--- src/rtl/id_ex_stage_if.sv ---
// Decode/execute boundary bundle: IF/ID and decoder fields in, registered ID/EX fields,
// hazard controls and performance counters out.
interface id_ex_stage_if #(
    parameter int XLEN  = 64,
    parameter int CNT_W = 16
);
    logic [4:0]       IFID_rs1, IFID_rs2, IFID_rd;
    logic [XLEN-1:0]  IFID_rs1_data, IFID_rs2_data, IFID_imm, IFID_PC;
    logic [3:0]       IFID_funct4;
    logic             ID_RegWrite, ID_MemtoReg, ID_MemRead, ID_MemWrite, ID_Branch, ID_ALUSrc;
    logic [1:0]       ID_ALUOp;
    logic             branch_taken;

    logic [4:0]       IDEX_rs1, IDEX_rs2, IDEX_rd;
    logic [XLEN-1:0]  IDEX_rs1_data, IDEX_rs2_data, IDEX_imm, IDEX_PC;
    logic [3:0]       IDEX_funct4;
    logic             IDEX_RegWrite, IDEX_MemtoReg, IDEX_MemRead, IDEX_MemWrite, IDEX_Branch, IDEX_ALUSrc;
    logic [1:0]       IDEX_ALUOp;
    logic             stall, PC_write, IFID_write, IFID_flush;
    logic [CNT_W-1:0] stall_cnt, flush_cnt;

    modport master (
        output IFID_rs1, IFID_rs2, IFID_rd, IFID_rs1_data, IFID_rs2_data, IFID_imm, IFID_PC,
               IFID_funct4, ID_RegWrite, ID_MemtoReg, ID_MemRead, ID_MemWrite, ID_Branch,
               ID_ALUSrc, ID_ALUOp, branch_taken,
        input  IDEX_rs1, IDEX_rs2, IDEX_rd, IDEX_rs1_data, IDEX_rs2_data, IDEX_imm, IDEX_PC,
               IDEX_funct4, IDEX_RegWrite, IDEX_MemtoReg, IDEX_MemRead, IDEX_MemWrite,
               IDEX_Branch, IDEX_ALUSrc, IDEX_ALUOp, stall, PC_write, IFID_write, IFID_flush,
               stall_cnt, flush_cnt
    );

    modport slave (
        input  IFID_rs1, IFID_rs2, IFID_rd, IFID_rs1_data, IFID_rs2_data, IFID_imm, IFID_PC,
               IFID_funct4, ID_RegWrite, ID_MemtoReg, ID_MemRead, ID_MemWrite, ID_Branch,
               ID_ALUSrc, ID_ALUOp, branch_taken,
        output IDEX_rs1, IDEX_rs2, IDEX_rd, IDEX_rs1_data, IDEX_rs2_data, IDEX_imm, IDEX_PC,
               IDEX_funct4, IDEX_RegWrite, IDEX_MemtoReg, IDEX_MemRead, IDEX_MemWrite,
               IDEX_Branch, IDEX_ALUSrc, IDEX_ALUOp, stall, PC_write, IFID_write, IFID_flush,
               stall_cnt, flush_cnt
    );
endinterface

--- src/rtl/id_ex_stage.sv ---
// ID/EX pipeline register with load-use stall, branch flush bubble insertion and
// saturating stall/flush event counters.
module id_ex_stage #(
    parameter int XLEN  = 64,
    parameter int CNT_W = 16
) (
    input logic         clk,
    input logic         reset,
    id_ex_stage_if.slave bus
);
    typedef enum logic {RUN = 1'b0, STALL = 1'b1} state_e;

    typedef struct packed {
        logic [4:0]      rs1, rs2, rd;
        logic [XLEN-1:0] rs1_data, rs2_data, imm, pc;
        logic [3:0]      funct4;
        logic            reg_write, mem_to_reg, mem_read, mem_write, branch, alu_src;
        logic [1:0]      alu_op;
    } idex_t;

    state_e           state_q, state_d;
    idex_t            idex_q, idex_d;
    logic [CNT_W-1:0] stall_cnt_q, stall_cnt_d;
    logic [CNT_W-1:0] flush_cnt_q, flush_cnt_d;
    logic             lu_hit, stall_c, bubble;

    function automatic logic [CNT_W-1:0] sat_inc(input logic [CNT_W-1:0] v);
        return (&v) ? v : v + {{(CNT_W-1){1'b0}}, 1'b1};
    endfunction

    // A bubble always follows a stall, so gating on RUN only makes the one-cycle limit explicit.
    always_comb begin
        lu_hit  = (state_q == RUN) && idex_q.mem_read && (idex_q.rd != 5'd0) &&
                  ((idex_q.rd == bus.IFID_rs1) || (idex_q.rd == bus.IFID_rs2));
        stall_c = lu_hit && !bus.branch_taken;
        bubble  = lu_hit || bus.branch_taken;
    end

    always_comb begin
        idex_d = '0;
        if (!bubble) begin
            idex_d.rs1        = bus.IFID_rs1;
            idex_d.rs2        = bus.IFID_rs2;
            idex_d.rd         = bus.IFID_rd;
            idex_d.rs1_data   = bus.IFID_rs1_data;
            idex_d.rs2_data   = bus.IFID_rs2_data;
            idex_d.imm        = bus.IFID_imm;
            idex_d.pc         = bus.IFID_PC;
            idex_d.funct4     = bus.IFID_funct4;
            idex_d.reg_write  = bus.ID_RegWrite;
            idex_d.mem_to_reg = bus.ID_MemtoReg;
            idex_d.mem_read   = bus.ID_MemRead;
            idex_d.mem_write  = bus.ID_MemWrite;
            idex_d.branch     = bus.ID_Branch;
            idex_d.alu_src    = bus.ID_ALUSrc;
            idex_d.alu_op     = bus.ID_ALUOp;
        end
    end

    always_comb begin
        state_d     = RUN;
        stall_cnt_d = stall_cnt_q;
        flush_cnt_d = flush_cnt_q;
        if (bus.branch_taken) begin
            flush_cnt_d = sat_inc(flush_cnt_q);
        end else if (lu_hit) begin
            state_d     = STALL;
            stall_cnt_d = sat_inc(stall_cnt_q);
        end
    end

    always_ff @(posedge clk) begin
        if (!reset) begin
            state_q     <= RUN;
            idex_q      <= '0;
            stall_cnt_q <= '0;
            flush_cnt_q <= '0;
        end else begin
            state_q     <= state_d;
            idex_q      <= idex_d;
            stall_cnt_q <= stall_cnt_d;
            flush_cnt_q <= flush_cnt_d;
        end
    end

    assign bus.IDEX_rs1      = idex_q.rs1;
    assign bus.IDEX_rs2      = idex_q.rs2;
    assign bus.IDEX_rd       = idex_q.rd;
    assign bus.IDEX_rs1_data = idex_q.rs1_data;
    assign bus.IDEX_rs2_data = idex_q.rs2_data;
    assign bus.IDEX_imm      = idex_q.imm;
    assign bus.IDEX_PC       = idex_q.pc;
    assign bus.IDEX_funct4   = idex_q.funct4;
    assign bus.IDEX_RegWrite = idex_q.reg_write;
    assign bus.IDEX_MemtoReg = idex_q.mem_to_reg;
    assign bus.IDEX_MemRead  = idex_q.mem_read;
    assign bus.IDEX_MemWrite = idex_q.mem_write;
    assign bus.IDEX_Branch   = idex_q.branch;
    assign bus.IDEX_ALUSrc   = idex_q.alu_src;
    assign bus.IDEX_ALUOp    = idex_q.alu_op;
    assign bus.stall         = stall_c;
    assign bus.PC_write      = !stall_c;
    assign bus.IFID_write    = !stall_c;
    assign bus.IFID_flush    = bus.branch_taken;
    assign bus.stall_cnt     = stall_cnt_q;
    assign bus.flush_cnt     = flush_cnt_q;
endmodule
--- src/flat_wrapper.sv ---
// flat-port wrapper written by rule: the top's interface ports become plain ports
module id_ex_stage_flat 
#(
    parameter int XLEN  = 64,
    parameter int CNT_W = 16
)
  (clk, reset, bus_IFID_rs1, bus_IFID_rs2, bus_IFID_rd, bus_IFID_rs1_data, bus_IFID_rs2_data, bus_IFID_imm, bus_IFID_PC, bus_IFID_funct4, bus_ID_RegWrite, bus_ID_MemtoReg, bus_ID_MemRead, bus_ID_MemWrite, bus_ID_Branch, bus_ID_ALUSrc, bus_ID_ALUOp, bus_branch_taken, bus_IDEX_rs1, bus_IDEX_rs2, bus_IDEX_rd, bus_IDEX_rs1_data, bus_IDEX_rs2_data, bus_IDEX_imm, bus_IDEX_PC, bus_IDEX_funct4, bus_IDEX_RegWrite, bus_IDEX_MemtoReg, bus_IDEX_MemRead, bus_IDEX_MemWrite, bus_IDEX_Branch, bus_IDEX_ALUSrc, bus_IDEX_ALUOp, bus_stall, bus_PC_write, bus_IFID_write, bus_IFID_flush, bus_stall_cnt, bus_flush_cnt);
  id_ex_stage_if #(.XLEN(XLEN), .CNT_W(CNT_W)) bus_i ();
  input logic clk;
  input logic reset;
  input wire logic [$bits(bus_i.IFID_rs1)-1:0] bus_IFID_rs1;
  input wire logic [$bits(bus_i.IFID_rs2)-1:0] bus_IFID_rs2;
  input wire logic [$bits(bus_i.IFID_rd)-1:0] bus_IFID_rd;
  input wire logic [$bits(bus_i.IFID_rs1_data)-1:0] bus_IFID_rs1_data;
  input wire logic [$bits(bus_i.IFID_rs2_data)-1:0] bus_IFID_rs2_data;
  input wire logic [$bits(bus_i.IFID_imm)-1:0] bus_IFID_imm;
  input wire logic [$bits(bus_i.IFID_PC)-1:0] bus_IFID_PC;
  input wire logic [$bits(bus_i.IFID_funct4)-1:0] bus_IFID_funct4;
  input wire logic [$bits(bus_i.ID_RegWrite)-1:0] bus_ID_RegWrite;
  input wire logic [$bits(bus_i.ID_MemtoReg)-1:0] bus_ID_MemtoReg;
  input wire logic [$bits(bus_i.ID_MemRead)-1:0] bus_ID_MemRead;
  input wire logic [$bits(bus_i.ID_MemWrite)-1:0] bus_ID_MemWrite;
  input wire logic [$bits(bus_i.ID_Branch)-1:0] bus_ID_Branch;
  input wire logic [$bits(bus_i.ID_ALUSrc)-1:0] bus_ID_ALUSrc;
  input wire logic [$bits(bus_i.ID_ALUOp)-1:0] bus_ID_ALUOp;
  input wire logic [$bits(bus_i.branch_taken)-1:0] bus_branch_taken;
  output wire logic [$bits(bus_i.IDEX_rs1)-1:0] bus_IDEX_rs1;
  output wire logic [$bits(bus_i.IDEX_rs2)-1:0] bus_IDEX_rs2;
  output wire logic [$bits(bus_i.IDEX_rd)-1:0] bus_IDEX_rd;
  output wire logic [$bits(bus_i.IDEX_rs1_data)-1:0] bus_IDEX_rs1_data;
  output wire logic [$bits(bus_i.IDEX_rs2_data)-1:0] bus_IDEX_rs2_data;
  output wire logic [$bits(bus_i.IDEX_imm)-1:0] bus_IDEX_imm;
  output wire logic [$bits(bus_i.IDEX_PC)-1:0] bus_IDEX_PC;
  output wire logic [$bits(bus_i.IDEX_funct4)-1:0] bus_IDEX_funct4;
  output wire logic [$bits(bus_i.IDEX_RegWrite)-1:0] bus_IDEX_RegWrite;
  output wire logic [$bits(bus_i.IDEX_MemtoReg)-1:0] bus_IDEX_MemtoReg;
  output wire logic [$bits(bus_i.IDEX_MemRead)-1:0] bus_IDEX_MemRead;
  output wire logic [$bits(bus_i.IDEX_MemWrite)-1:0] bus_IDEX_MemWrite;
  output wire logic [$bits(bus_i.IDEX_Branch)-1:0] bus_IDEX_Branch;
  output wire logic [$bits(bus_i.IDEX_ALUSrc)-1:0] bus_IDEX_ALUSrc;
  output wire logic [$bits(bus_i.IDEX_ALUOp)-1:0] bus_IDEX_ALUOp;
  output wire logic [$bits(bus_i.stall)-1:0] bus_stall;
  output wire logic [$bits(bus_i.PC_write)-1:0] bus_PC_write;
  output wire logic [$bits(bus_i.IFID_write)-1:0] bus_IFID_write;
  output wire logic [$bits(bus_i.IFID_flush)-1:0] bus_IFID_flush;
  output wire logic [$bits(bus_i.stall_cnt)-1:0] bus_stall_cnt;
  output wire logic [$bits(bus_i.flush_cnt)-1:0] bus_flush_cnt;
  assign bus_i.IFID_rs1 = bus_IFID_rs1;
  assign bus_i.IFID_rs2 = bus_IFID_rs2;
  assign bus_i.IFID_rd = bus_IFID_rd;
  assign bus_i.IFID_rs1_data = bus_IFID_rs1_data;
  assign bus_i.IFID_rs2_data = bus_IFID_rs2_data;
  assign bus_i.IFID_imm = bus_IFID_imm;
  assign bus_i.IFID_PC = bus_IFID_PC;
  assign bus_i.IFID_funct4 = bus_IFID_funct4;
  assign bus_i.ID_RegWrite = bus_ID_RegWrite;
  assign bus_i.ID_MemtoReg = bus_ID_MemtoReg;
  assign bus_i.ID_MemRead = bus_ID_MemRead;
  assign bus_i.ID_MemWrite = bus_ID_MemWrite;
  assign bus_i.ID_Branch = bus_ID_Branch;
  assign bus_i.ID_ALUSrc = bus_ID_ALUSrc;
  assign bus_i.ID_ALUOp = bus_ID_ALUOp;
  assign bus_i.branch_taken = bus_branch_taken;
  assign bus_IDEX_rs1 = bus_i.IDEX_rs1;
  assign bus_IDEX_rs2 = bus_i.IDEX_rs2;
  assign bus_IDEX_rd = bus_i.IDEX_rd;
  assign bus_IDEX_rs1_data = bus_i.IDEX_rs1_data;
  assign bus_IDEX_rs2_data = bus_i.IDEX_rs2_data;
  assign bus_IDEX_imm = bus_i.IDEX_imm;
  assign bus_IDEX_PC = bus_i.IDEX_PC;
  assign bus_IDEX_funct4 = bus_i.IDEX_funct4;
  assign bus_IDEX_RegWrite = bus_i.IDEX_RegWrite;
  assign bus_IDEX_MemtoReg = bus_i.IDEX_MemtoReg;
  assign bus_IDEX_MemRead = bus_i.IDEX_MemRead;
  assign bus_IDEX_MemWrite = bus_i.IDEX_MemWrite;
  assign bus_IDEX_Branch = bus_i.IDEX_Branch;
  assign bus_IDEX_ALUSrc = bus_i.IDEX_ALUSrc;
  assign bus_IDEX_ALUOp = bus_i.IDEX_ALUOp;
  assign bus_stall = bus_i.stall;
  assign bus_PC_write = bus_i.PC_write;
  assign bus_IFID_write = bus_i.IFID_write;
  assign bus_IFID_flush = bus_i.IFID_flush;
  assign bus_stall_cnt = bus_i.stall_cnt;
  assign bus_flush_cnt = bus_i.flush_cnt;
  id_ex_stage #(.XLEN(XLEN), .CNT_W(CNT_W)) u_core (.clk(clk), .reset(reset), .bus(bus_i));
endmodule
--- config.mk ---
export PLATFORM = sky130hd
export DESIGN_NAME = id_ex_stage_flat
export DESIGN_NICKNAME = d
export VERILOG_FILES = /design/src/rtl/id_ex_stage_if.sv /design/src/rtl/id_ex_stage.sv /design/src/flat_wrapper.sv
export SDC_FILE = /design/constraint.sdc
export NUM_CORES = 1
export LEC_CHECK = 0
export BUFFER_PORTS_ARGS = -buffer_cell sky130_fd_sc_hd__buf_2
export CORE_AREA = 10 10 224 226
export DETAILED_ROUTE_END_ITERATION = 10
export DIE_AREA = 0 0 234 236
export SKIP_LAST_GASP = 1
export SYNTH_ARGS = -nofsm -noshare
export SYNTH_HDL_FRONTEND = slang
export SYNTH_SLANG_ARGS = --single-unit
--- constraint.sdc ---
create_clock -name clk -period 1.7 [get_ports clk]
set_input_delay 0.34 -clock clk [delete_from_list [all_inputs] [get_ports clk]]
set_output_delay 0.34 -clock clk [all_outputs]
set_load 0.02 [all_outputs]
==> summary.txt, run 1 <==
Die
  – Die width: 234 um
  – Initial Utilization: 0.208
  – Row Count: 79
  – I/O pin count: 605
  – Die height: 236 um
  – Die area: 55200 um2
  – Core outline area: 45900 um2

Clock tree
  – Worst-Skew Late Latency: 530 ps
  – H-tree levels: 2
  – CTS clk-pin slew, worst paths: 60 ps
  – CTS buffer count: 37
  – CTS Buffer Depth: 3
  – TritonCTS clock tree: done
  – Root buffer cell: clkbuf_16
  – Total clock sinks: 316

Critical path
  – Startpoint Class: flip-flop
  – Worst endpoint data arrival time: 2060 ps
  – Critical path cell sequence: or4_4, buf_6, o21ba_4, nand2_4, nor2_4, inv_4, buf_6
  – Largest stage delay, worst path: 550 ps
  – R2R Setup Slk: -540 ps
  – Critical path required time: 1360 ps
  – Cell family with most CP delay: simple AND/OR/NAND/NOR gates
  – CP bufs+invs: 3
  – CP max stage cell: or4_4
  – Crit Path Category: reg -> out
  – Critical path's most frequent cell: buf_6
  – Crit path capture type: primary output
  – CP Max Fanout: 4

Power
  – Power per cell area: 1000 nW/um2
  – Lkg Pwr: 0.00873 uW
  – Max VDD drop: 798 uV

Drt
  – Vias after detailed routing: 9253
  – ANT nets after route: 0
  – First-pass DRT Iterations: 4
  – DRC viols: 0
  – Drt initial violations: 369
  – DRT Wirelength: 42800 um
  – DR WL/cell: 18.0 um
  – Vias per cell: 3.88

Placement
  – Placer Congestion: 0.856
  – Post-DP Area: 13500 um2
  – Port bufs: 604
  – Post-detail-place hpwl: 28600 um
  – Place WS: -374 ps

Logic synthesis
  – Synth Area in Compound Gates: 0.0151
  – Post-Syn Nets: 1104
  – Simple-Gate Fraction of Synth Area: 0.252
  – FFs w/ async S/R, synth: 0
  – Multiplexer area fraction after synthesis: 0.0116
  – Register area share after synthesis: 0.664
  – Largest family of logic cells by synthesized area: simple AND/OR/NAND/NOR gates
  – Post-synth cell types: 34
  – Top_reg_cell synth: dfxtp_1
  – Synth top area share: 0.664
  – XOR/XNOR share of the synthesized area: 0.0202
  – Yosys warning count: 0
  – Post-Synth Adder-Cell Area: 0.00263
  – Synth Instances: 816
  – Main area contributors after synthesis: dfxtp_1 (66%), and2_1 (19%), buf_6 (2.4%), mux2i_1 (1.2%), xor2_1 (1.1%)
  – Synth Register Bits: 316
  – Post-synth EDFFs: 0
  – Post-synthesis average cell area: 11.7 um2
  – Area leader, netlist: dfxtp_1
  – Netlist Area Pre-Place: 9530 um2

Final layout
  – Layout area overhead: 87.8%
  – Fin nets: 2034
  – Most common cell after layout, fill and taps aside: buf_2
  – Reg area: 6370 um2
  – Most frequent cells in the layout: buf_2 (602), dfxtp_1 (296), and2_1 (259), dlygate4sd3_1 (239), buf_4 (53)
  – Final instance area: 17900 um2
  – Filler Cell Count: 4355
  – Multi-input gate area: 2980 um2
  – Layout cell share with drive strength beyond 1: 0.455

Hold path
  – Hold Crit Class: in -> reg

GRT
  – First-pass GRT wire length: 59400 um
  – Largest net degree at the start of global routing: 75
  – Total track usage: 0.138
  – Initial antenna violation count: 10
  – GR Overflow Total: 0
  – Vias in the first global route: 10000

Outcome
  – Violated checks: negative setup slack
  – Status: finished with violations

STA
  – Minimum clock period: 2400 ps
  – Final Max Slew Viols: 0
  – PnR worst setup slack: -704 ps
  – Tcrit/Tclk final: 1.41
  – Worst slew margin: 0.716
  – Layout Skew: 14.1 ps
  – Tightest Pin Transition: 425 ps
  – RSZ-0062 raised after global routing: true
  – Final Hold Fails: 0
  – Final setup violation count: 303
  – Max Clk Rate: 416 MHz

Flow run
  – Max-cap viol count: 0
[worst paths after layout]
path / from / end / cells after the start
worst max-delay path: u_core.bus.IDEX_rd[0] / bus_PC_write / 7
worst max register to register: u_core.bus.IDEX_rd[0] / u_core.bus.IDEX_rs1_data[17] / 10
worst min register to register: u_core.bus.stall_cnt[10] / u_core.bus.stall_cnt[10] / 2
worst min-delay path: bus_IFID_rd[4] / u_core.bus.IDEX_rd[4] / 2
[routing by layer]
layer | global-route usage | vias up | wire [um]
met4 | 0.0628 | 6 | 1770
li1 | - | 4455 | -
met2 | 0.242 | 406 | 21200
met3 | 0.0580 | 97 | 4490
met1 | 0.140 | 4289 | 15300
met5 | 0 | - | 42
[logic make-up after synthesis]
logic type,after synthesis
AND/OR/NAND/NOR,402
flip-flops,316
buffers and inverters,43
XOR/XNOR,22
AO/OA/AOI/OAI,20
multiplexers,11
adder cells (fa/ha/maj),2
[registers in the layout (all words and copies together), names as in the netlist]
signal                    flops
u_core.bus.IDEX_ALUOp         2
u_core.bus.IDEX_ALUSrc        1
u_core.bus.IDEX_Branch        1
u_core.bus.IDEX_MemRead       1
u_core.bus.IDEX_MemWrite      1
u_core.bus.IDEX_MemtoReg      1
u_core.bus.IDEX_PC           64
u_core.bus.IDEX_RegWrite      1
u_core.bus.IDEX_funct4        4
u_core.bus.IDEX_imm          64
u_core.bus.IDEX_rd            5
u_core.bus.IDEX_rs1           5
u_core.bus.IDEX_rs1_data     64
u_core.bus.IDEX_rs2           5
u_core.bus.IDEX_rs2_data     64
u_core.bus.flush_cnt         16
u_core.bus.stall_cnt         16
u_core.state_q                1
[through the flow]
stage               TNS, ps  hold slack (ps)  power [uW]   util  std cells
global placement     -90560              469        9320  0.295       2040
floorplan            -16610              461        8640      -        816
global route        -145320             12.4       18700  0.390       2385
detailed placement   -83010              498        9340  0.295       2040
finish              -125550             37.6       18000  0.390       2385
CTS                  -98330             1.00       18100  0.382       2359
[synthesized netlist by cell type, types with 4 or more instances]
cell type,number
and2_1,283
nand2_1,21
xor2_1,12
or4_1,6
buf_6,20
o31ai_1,4
mux2i_1,11
a21oi_1,8
or3_1,4
inv_1,4
clkbuf_1,6
dfxtp_1,316
buf_2,11
nand3_1,13
xnor2_1,10
nand4_1,7
nor3_1,13
nand2b_1,11
nor4_1,7
nor2_1,23
[worst register-to-register path, stage by stage (launching register included)]
cell and delay [ps]:
dfxtp_4 360, xor2_1 140, nor3_1 200, buf_4 140
a22oi_2 60, buf_4 140, o311a_4 430, clkbuf_4 220
buf_4 160, buf_16 130, and2_1 140
[where the power goes]
| group | total (uW) | switching (uW) | internal (uW) |
|---|---|---|---|
| Clock | 8070 | 3150 | 4920 |
| Combinational | 2120 | 998 | 1120 |
| Sequential | 7760 | 83.9 | 7680 |
[area by class of cell]
type / instances / share of cell area
timing repair buffer: 930 / 0.364
sequential: 316 / 0.356
multi-input combinational: 457 / 0.167
clock buffer: 51 / 0.0604
tap: 607 / 0.0424
clock inverter: 14 / 0.00916
inverter: 4 / 0.000979
antenna: 6 / 0.000839
[timing repair]
action | CTS | global route
endpoints found under the hold margin | 239 | 0
endpoints found under the setup margin | 302 | 308
pin swaps | 7 | 5
resized for setup | 38 | 22
hold buffers | 239 | 0
buffers inserted | 10 | 15
gates cloned | 6 | 11
Power figures use the tool's default switching activity.
==> run 2, diff against run 1 <==
--- a/config.mk
+++ b/config.mk
@@ -5,10 +5,10 @@
 export SDC_FILE = /design/constraint.sdc
 export NUM_CORES = 1
 export LEC_CHECK = 0
-export BUFFER_PORTS_ARGS = -buffer_cell sky130_fd_sc_hd__buf_2
-export CORE_AREA = 10 10 224 226
+export CORE_AREA = 10 10 229 231
 export DETAILED_ROUTE_END_ITERATION = 10
-export DIE_AREA = 0 0 234 236
+export DIE_AREA = 0 0 239 241
+export DONT_BUFFER_PORTS = 1
 export SKIP_LAST_GASP = 1
 export SYNTH_ARGS = -nofsm -noshare
 export SYNTH_HDL_FRONTEND = slang
==> constraint.sdc (replaced) <==
create_clock -name clk -period 2.16 [get_ports clk]
set_input_delay 0.432 -clock clk [delete_from_list [all_inputs] [get_ports clk]]
set_output_delay 0.432 -clock clk [all_outputs]
set_load 0.02 [all_outputs]
==> run 2 against run 1 <==
Against the previous run: largest cell class is now flip-flops and latches; setup slack gained 590 ps; critical path depth shrank 2; register-to-register slack better by 610 ps; critical path type unchanged; the flow still finishes with violations (negative setup slack).
==> summary.txt, run 2 (synthesis results as in run 1) <==
Outcome
  – Status: finished with violations
  – Violated checks: negative setup slack

Final layout
  – Filler Cell Count: 4762 (+9.3%)
  – Layout cell share with drive strength beyond 1: 0.111 (-0.345)
  – Multi-input gate area: 2910 um2 (-2.5%)
  – Fin nets: 1379 (-32%)
  – Non-Filler Instances: 1735 (-27%)
  – Most common cell after layout, fill and taps aside: dfxtp_1
  – Reg area: 6330 um2 (-0.49%)
  – Most frequent cells in the layout: dfxtp_1 (311), and2_1 (283), dlygate4sd3_1 (230), buf_4 (40), clkbuf_16 (35)
  – Layout area overhead: 46.3%

Clock tree
  – H-tree levels: 2 (unchanged)
  – Worst-Skew Late Latency: 540 ps (about the same)
  – Total clock sinks: 316 (unchanged)
  – CTS clk-pin slew, worst paths: 60 ps (about the same)
  – CTS buffer count: 35 (-5.4%)
  – TritonCTS clock tree: done
  – Root buffer cell: clkbuf_16
  – CTS Buffer Depth: 3 (unchanged)

STA
  – Max Clk Rate: 439 MHz
  – PnR worst setup slack: -116 ps (+589 ps)
  – Tightest Pin Transition: 500 ps (+75.1 ps)
  – Final setup violation count: 3 (-99%)
  – Final Max Slew Viols: 0 (unchanged)
  – Worst hold slack: 38.8 ps (+1.20 ps)
  – RSZ-0062 raised after global routing: true
  – Worst slew margin: 0.665 (-0.0509)
  – Layout Skew: 24.5 ps (+10.5 ps)
  – Final Hold Fails: 0 (unchanged)
  – Minimum clock period: 2280 ps
  – Tcrit/Tclk final: 1.05

GRT
  – Vias in the first global route: 7065 (-30%)
  – Initial antenna violation count: 10 (unchanged)
  – GR Overflow Total: 0 (unchanged)
  – First-pass GRT wire length: 49600 um (-17%)
  – Largest net degree at the start of global routing: 122 (+63%)
  – Total track usage: 0.115 (-0.0232)

Placement
  – Inst Count DP: 1434 (-30%)
  – Placer Congestion: 0.819 (-4.3%)
  – Post-detail-place hpwl: 26300 um (-8.0%)
  – Port bufs: 0 (-100%)
  – Place WS: 83.9 ps (+458 ps)

Critical path
  – CP bufs+invs: 1 (-2)
  – Critical path required time: 1730 ps (+370 ps)
  – Worst endpoint data arrival time: 1840 ps (-220 ps)
  – Worst R2R Start: u_core.bus.IDEX_rd[2]
  – CP max stage cell: or4_4
  – Depth of the most critical reg-to-reg path: 8 (-2)
  – R2R Path End: u_core.bus.IDEX_rs2_data[55]
  – Critical path cell sequence: or4_4, o21ba_4, nand2_4, nor2_4, buf_6
  – Cell family with most CP delay: simple AND/OR/NAND/NOR gates
  – R2R Setup Slk: 70 ps (+610 ps)
  – Crit Path Category: reg -> out
  – Largest stage delay, worst path: 520 ps (-30 ps)
  – Startpoint Class: flip-flop
  – Crit path capture type: primary output
  – CP Max Fanout: 4 (unchanged)

Die
  – I/O pin count: 605 (unchanged)
  – Row Count: 80 (+1.3%)
  – Die height: 241 um (+2.1%)
  – Die width: 239 um (+2.1%)
  – Die area: 57600 um2 (+4.3%)
  – Core outline area: 47500 um2 (+3.7%)
  – Initial Utilization: 0.200 (-0.00735)

Drt
  – Drt initial violations: 293 (-21%)
  – ANT nets after route: 0 (unchanged)
  – Vias per cell: 3.83 (-1.3%)
  – Vias after detailed routing: 6645 (-28%)
  – DR WL/cell: 20.8 um (+16%)
  – DRT Wirelength: 36100 um (-16%)
  – DRC viols: 0 (unchanged)
  – First-pass DRT Iterations: 4 (unchanged)

Hold path
  – Worst Hold Launch: bus_IFID_PC[49]
  – Hold Crit Class: in -> reg
  – Hold path depth: 1 (-1)
  – WHS Endpoint: u_core.bus.IDEX_PC[49]

Flow run
  – Max-cap viol count: 0 (unchanged)

Power
  – Tot Pwr: 13200 uW (-26%)
  – Max VDD drop: 516 uV (-35%)
  – Lkg Pwr: 0.00550 uW (-37%)
  – Power per cell area: 950 nW/um2 (-5.3%)
==> run 2: cell count changes in the layout (fill, tap and decap cells not counted), sizes merged <==
cell         change
bufbuf           -1
clkinvlp         +3
clkbuf          -11
buf            -634
diode            -4
dlygate4sd3      -9
clkinv           -2
==> run 2: report_power, final <==
group / switching [uW] / internal (uW) / total [uW]
Combinational: 250 / 436 / 687
Clock: 2400 / 3690 / 6100
Sequential: 407 / 6050 / 6460
==> run 2: worst max path at each step <==
stage,startpoint,endpoint,cells past startpoint
floorplan,u_core.bus.IDEX_rd[0],bus_PC_write,6
global placement,u_core.bus.IDEX_rd[4],u_core.bus.IDEX_PC[44],6
detailed placement,u_core.bus.IDEX_rd[4],u_core.bus.IDEX_PC[44],6
CTS,u_core.bus.IDEX_rd[0],bus_stall,5
global route,u_core.bus.IDEX_rd[0],bus_stall,5
finish,u_core.bus.IDEX_rd[0],bus_stall,5
==> run 2: final cells by class <==
| cell class | instances | share of cell area |
|---|---|---|
| Antenna cell | 2 | 0.000359 |
| Clock buffer | 49 | 0.0731 |
| Clock inverter | 15 | 0.0133 |
| Inverter | 4 | 0.00144 |
| Multi-Input combinational cell | 457 | 0.209 |
| Sequential cell | 316 | 0.454 |
| Tap cell | 615 | 0.0552 |
| Timing Repair Buffer | 277 | 0.194 |
==> run 2: per-stage QoR <==
| step | instance area (um2) | util | TNS [ps] |
|---|---|---|---|
| after floorplan | 9530 | - | 0 |
| after global placement | 10300 | 0.217 | 0 |
| after detailed placement | 10300 | 0.217 | 0 |
| after CTS | 13900 | 0.292 | -554 |
| after global routing | 13900 | 0.293 | -497 |
| final | 13900 | 0.293 | -272 |
==> run 2: timing repair <==
action	CTS	global route
endpoints found under the hold margin	229	1
hold buffers	229	1
setup buffers	3	1
setup endpoints to repair	3	76
cloned	1	0
gates resized for setup	12	5
pin swaps	5	3
==> run 2: per-layer routing <==
metal / track usage / wire [um] / vias up
met5: 0 / 65 / -
met4: 0.0490 / 1130 / 10
met3: 0.0603 / 4250 / 77
met2: 0.195 / 18200 / 383
met1: 0.117 / 12500 / 3045
li1: - / - / 3130
==> run 3, diff against run 2 <==
--- a/config.mk
+++ b/config.mk
@@ -9,6 +9,7 @@
 export DETAILED_ROUTE_END_ITERATION = 10
 export DIE_AREA = 0 0 239 241
 export DONT_BUFFER_PORTS = 1
+export GPL_TIMING_DRIVEN = 0
 export SKIP_LAST_GASP = 1
 export SYNTH_ARGS = -nofsm -noshare
 export SYNTH_HDL_FRONTEND = slang
==> run 3 against run 2 <==
Against the previous run: the run still ends with negative setup slack left; clock power fell by 9.0%; core utilization rose by 2.3 points; sequential share of layout area fell by 3.2 points; power fell by 1.7%; critical endpoint is now bus_PC_write; largest cell class unchanged.
==> summary.txt, run 3 (synthesis results as in run 1) <==
Final layout
  – Fin nets: 1435 (+4.1%)
  – Layout area overhead: 57.9%
  – Most frequent cells in the layout: dfxtp_1 (307), dlygate4sd3_1 (269), and2_1 (215), and2_4 (68), clkbuf_16 (50)
  – Layout cell share with drive strength beyond 1: 0.176 (+0.0655)
  – Most common cell after layout, fill and taps aside: dfxtp_1
  – Filler Cell Count: 4619 (-3.0%)
  – Non-Filler Instances: 1787 (+3.0%)

Die
  – I/O pin count: 605 (unchanged)
  – Die width: 239 um (unchanged)
  – Row Count: 80 (unchanged)
  – Die height: 241 um (unchanged)
  – Die area: 57600 um2 (unchanged)
  – Initial Utilization: 0.200 (unchanged)
  – Core outline area: 47500 um2 (unchanged)

GRT
  – First-pass GRT wire length: 52700 um (+6.2%)
  – GR Overflow Total: 0 (unchanged)
  – M2 GR Usage: 0.214 (+0.0187)
  – Routing usage on met1: 0.129 (+0.0115)
  – Largest net degree at the start of global routing: 16 (-87%)
  – Top Usage Layer GRT: met2
  – Total track usage: 0.121 (+0.00542)
  – Met3 Track Usage GR: 0.0477 (-0.0127)
  – Vias in the first global route: 7321 (+3.6%)
  – Initial antenna violation count: 3 (-7)

Drt
  – Vias after detailed routing: 7073 (+6.4%)
  – DRC viols: 0 (unchanged)
  – Vias per cell: 3.96 (+3.3%)
  – First-pass DRT Iterations: 5 (+1)
  – Drt initial violations: 220 (-25%)
  – DRT Wirelength: 40100 um (+11%)
  – DR WL/cell: 22.4 um (+7.8%)
  – ANT nets after route: 0 (unchanged)

Placement
  – Post-detail-place hpwl: 28000 um (+6.4%)
  – Inst Count DP: 1431 (-0.21%)
  – Place WS: -479 ps (-563 ps)
  – Placer Congestion: 0.942 (+15%)
  – Port bufs: 0 (unchanged)

Critical path
  – Crit Path Category: reg -> out
  – Crit path capture type: primary output
  – Startpoint Class: flip-flop
  – CP Max Fanout: 4 (unchanged)
  – Worst endpoint data arrival time: 2070 ps (+230 ps)
  – CP max stage cell: or4_4
  – Cell family with most CP delay: simple AND/OR/NAND/NOR gates
  – Critical path required time: 1730 ps (about the same)
  – Largest stage delay, worst path: 550 ps (+30 ps)
  – CP bufs+invs: 2 (+1)
  – Critical path cell sequence: or4_4, o21ba_4, nand2_4, nor2_4, inv_4, buf_6

Clock tree
  – Root buffer cell: clkbuf_16
  – CTS clk-pin slew, worst paths: 60 ps (about the same)
  – TritonCTS clock tree: done
  – CTS buffer count: 31 (-11%)
  – H-tree levels: 1 (-1)
  – Worst-Skew Late Latency: 570 ps (+30 ps)
  – Total clock sinks: 316 (unchanged)
  – CTS Buffer Depth: 3 (unchanged)

Flow run
  – Max-cap viol count: 0 (unchanged)

STA
  – Layout Skew: 9.68 ps (-14.9 ps)
  – PnR worst setup slack: -344 ps (-229 ps)
  – Max Clk Rate: 399 MHz (-9.1%)
  – Minimum clock period: 2500 ps (+229 ps)
  – Setup TNS: -31500 ps (-31230 ps)
  – Final Hold Fails: 0 (unchanged)
  – Final setup violation count: 288 (+285)
  – Worst slew margin: 0.619 (-0.0463)
  – Final Max Slew Viols: 0 (unchanged)
  – Worst hold slack: 27.7 ps (-11.0 ps)
  – Tightest Pin Transition: 572 ps (+72.4 ps)
  – RSZ-0062 raised after global routing: true
  – Tcrit/Tclk final: 1.16 (+0.106)

Power
  – Max VDD drop: 684 uV (+33%)
  – Lkg Pwr: 0.00598 uW (+8.7%)
  – Power per cell area: 865 nW/um2 (-8.9%)

Hold path
  – Hold Crit Class: in -> reg

Outcome
  – Status: finished with violations
  – Violated checks: negative setup slack
run 3: report_power, final:
group	switching (uW)	total, uW	internal (uW)
Combinational	340	998	658
Clock	2290	5550	3260
Sequential	417	6460	6050
run 3: cell type report:
cell class,count,area (um2),area share
clock inverter,10,139,0.00923
multi-input combinational,457,3110,0.207
buffer,39,497,0.0330
sequential,316,6350,0.422
inverter,4,17.5,0.00116
timing repair buffer,298,3250,0.216
clock buffer,44,905,0.0601
antenna,4,10.0,0.000665
tap,615,769,0.0511
run 3: worst paths after layout:
check / slack, ps / endpoint / from / cells after the start
setup / recovery: -340 / bus_PC_write / u_core.bus.IDEX_rd[0] / 6
hold / removal: 30 / u_core.bus.IDEX_rs2_data[40] / bus_IFID_rs2_data[40] / 1
setup reg to reg: -170 / u_core.bus.IDEX_imm[33] / u_core.bus.IDEX_rd[4] / 9
hold reg to reg: 560 / u_core.bus.stall_cnt[1] / u_core.bus.stall_cnt[1] / 2
run 3: metrics by stage:
step           area (um2)  power [uW]  utilization
2_1_floorplan        9530        6790            -
3_3_place_gp        10300        6960        0.217
3_5_place_dp        10300        6970        0.217
4_1_cts             14100       12900        0.296
5_1_grt             15000       13500        0.316
6_report            15000       13000        0.317
run 3: metal layers:
metal	wire [um]	vias to the layer above
li1	-	3251
met1	14300	3356
met2	20600	420
met3	4340	46
met4	810	0
met5	0	-
run 3: timing repair:
action	CTS	global route
gates resized for setup	25	134
pin swaps	4	64
gates cloned	0	19
hold buffers	262	7
hold endpoints to repair	262	7
endpoints found under the setup margin	292	152
buffers inserted	3	7
run 3: worst reg2reg max path, delay by kind of cell, from the launching register on:
kind                      cells  cell delay [ps]
DFF                           1              400
and+or+nand+nor               2              380
xor gates and xnor gates      1              160
AOI/OAI and AO/OA             2              620
buffers and inverters         4              650
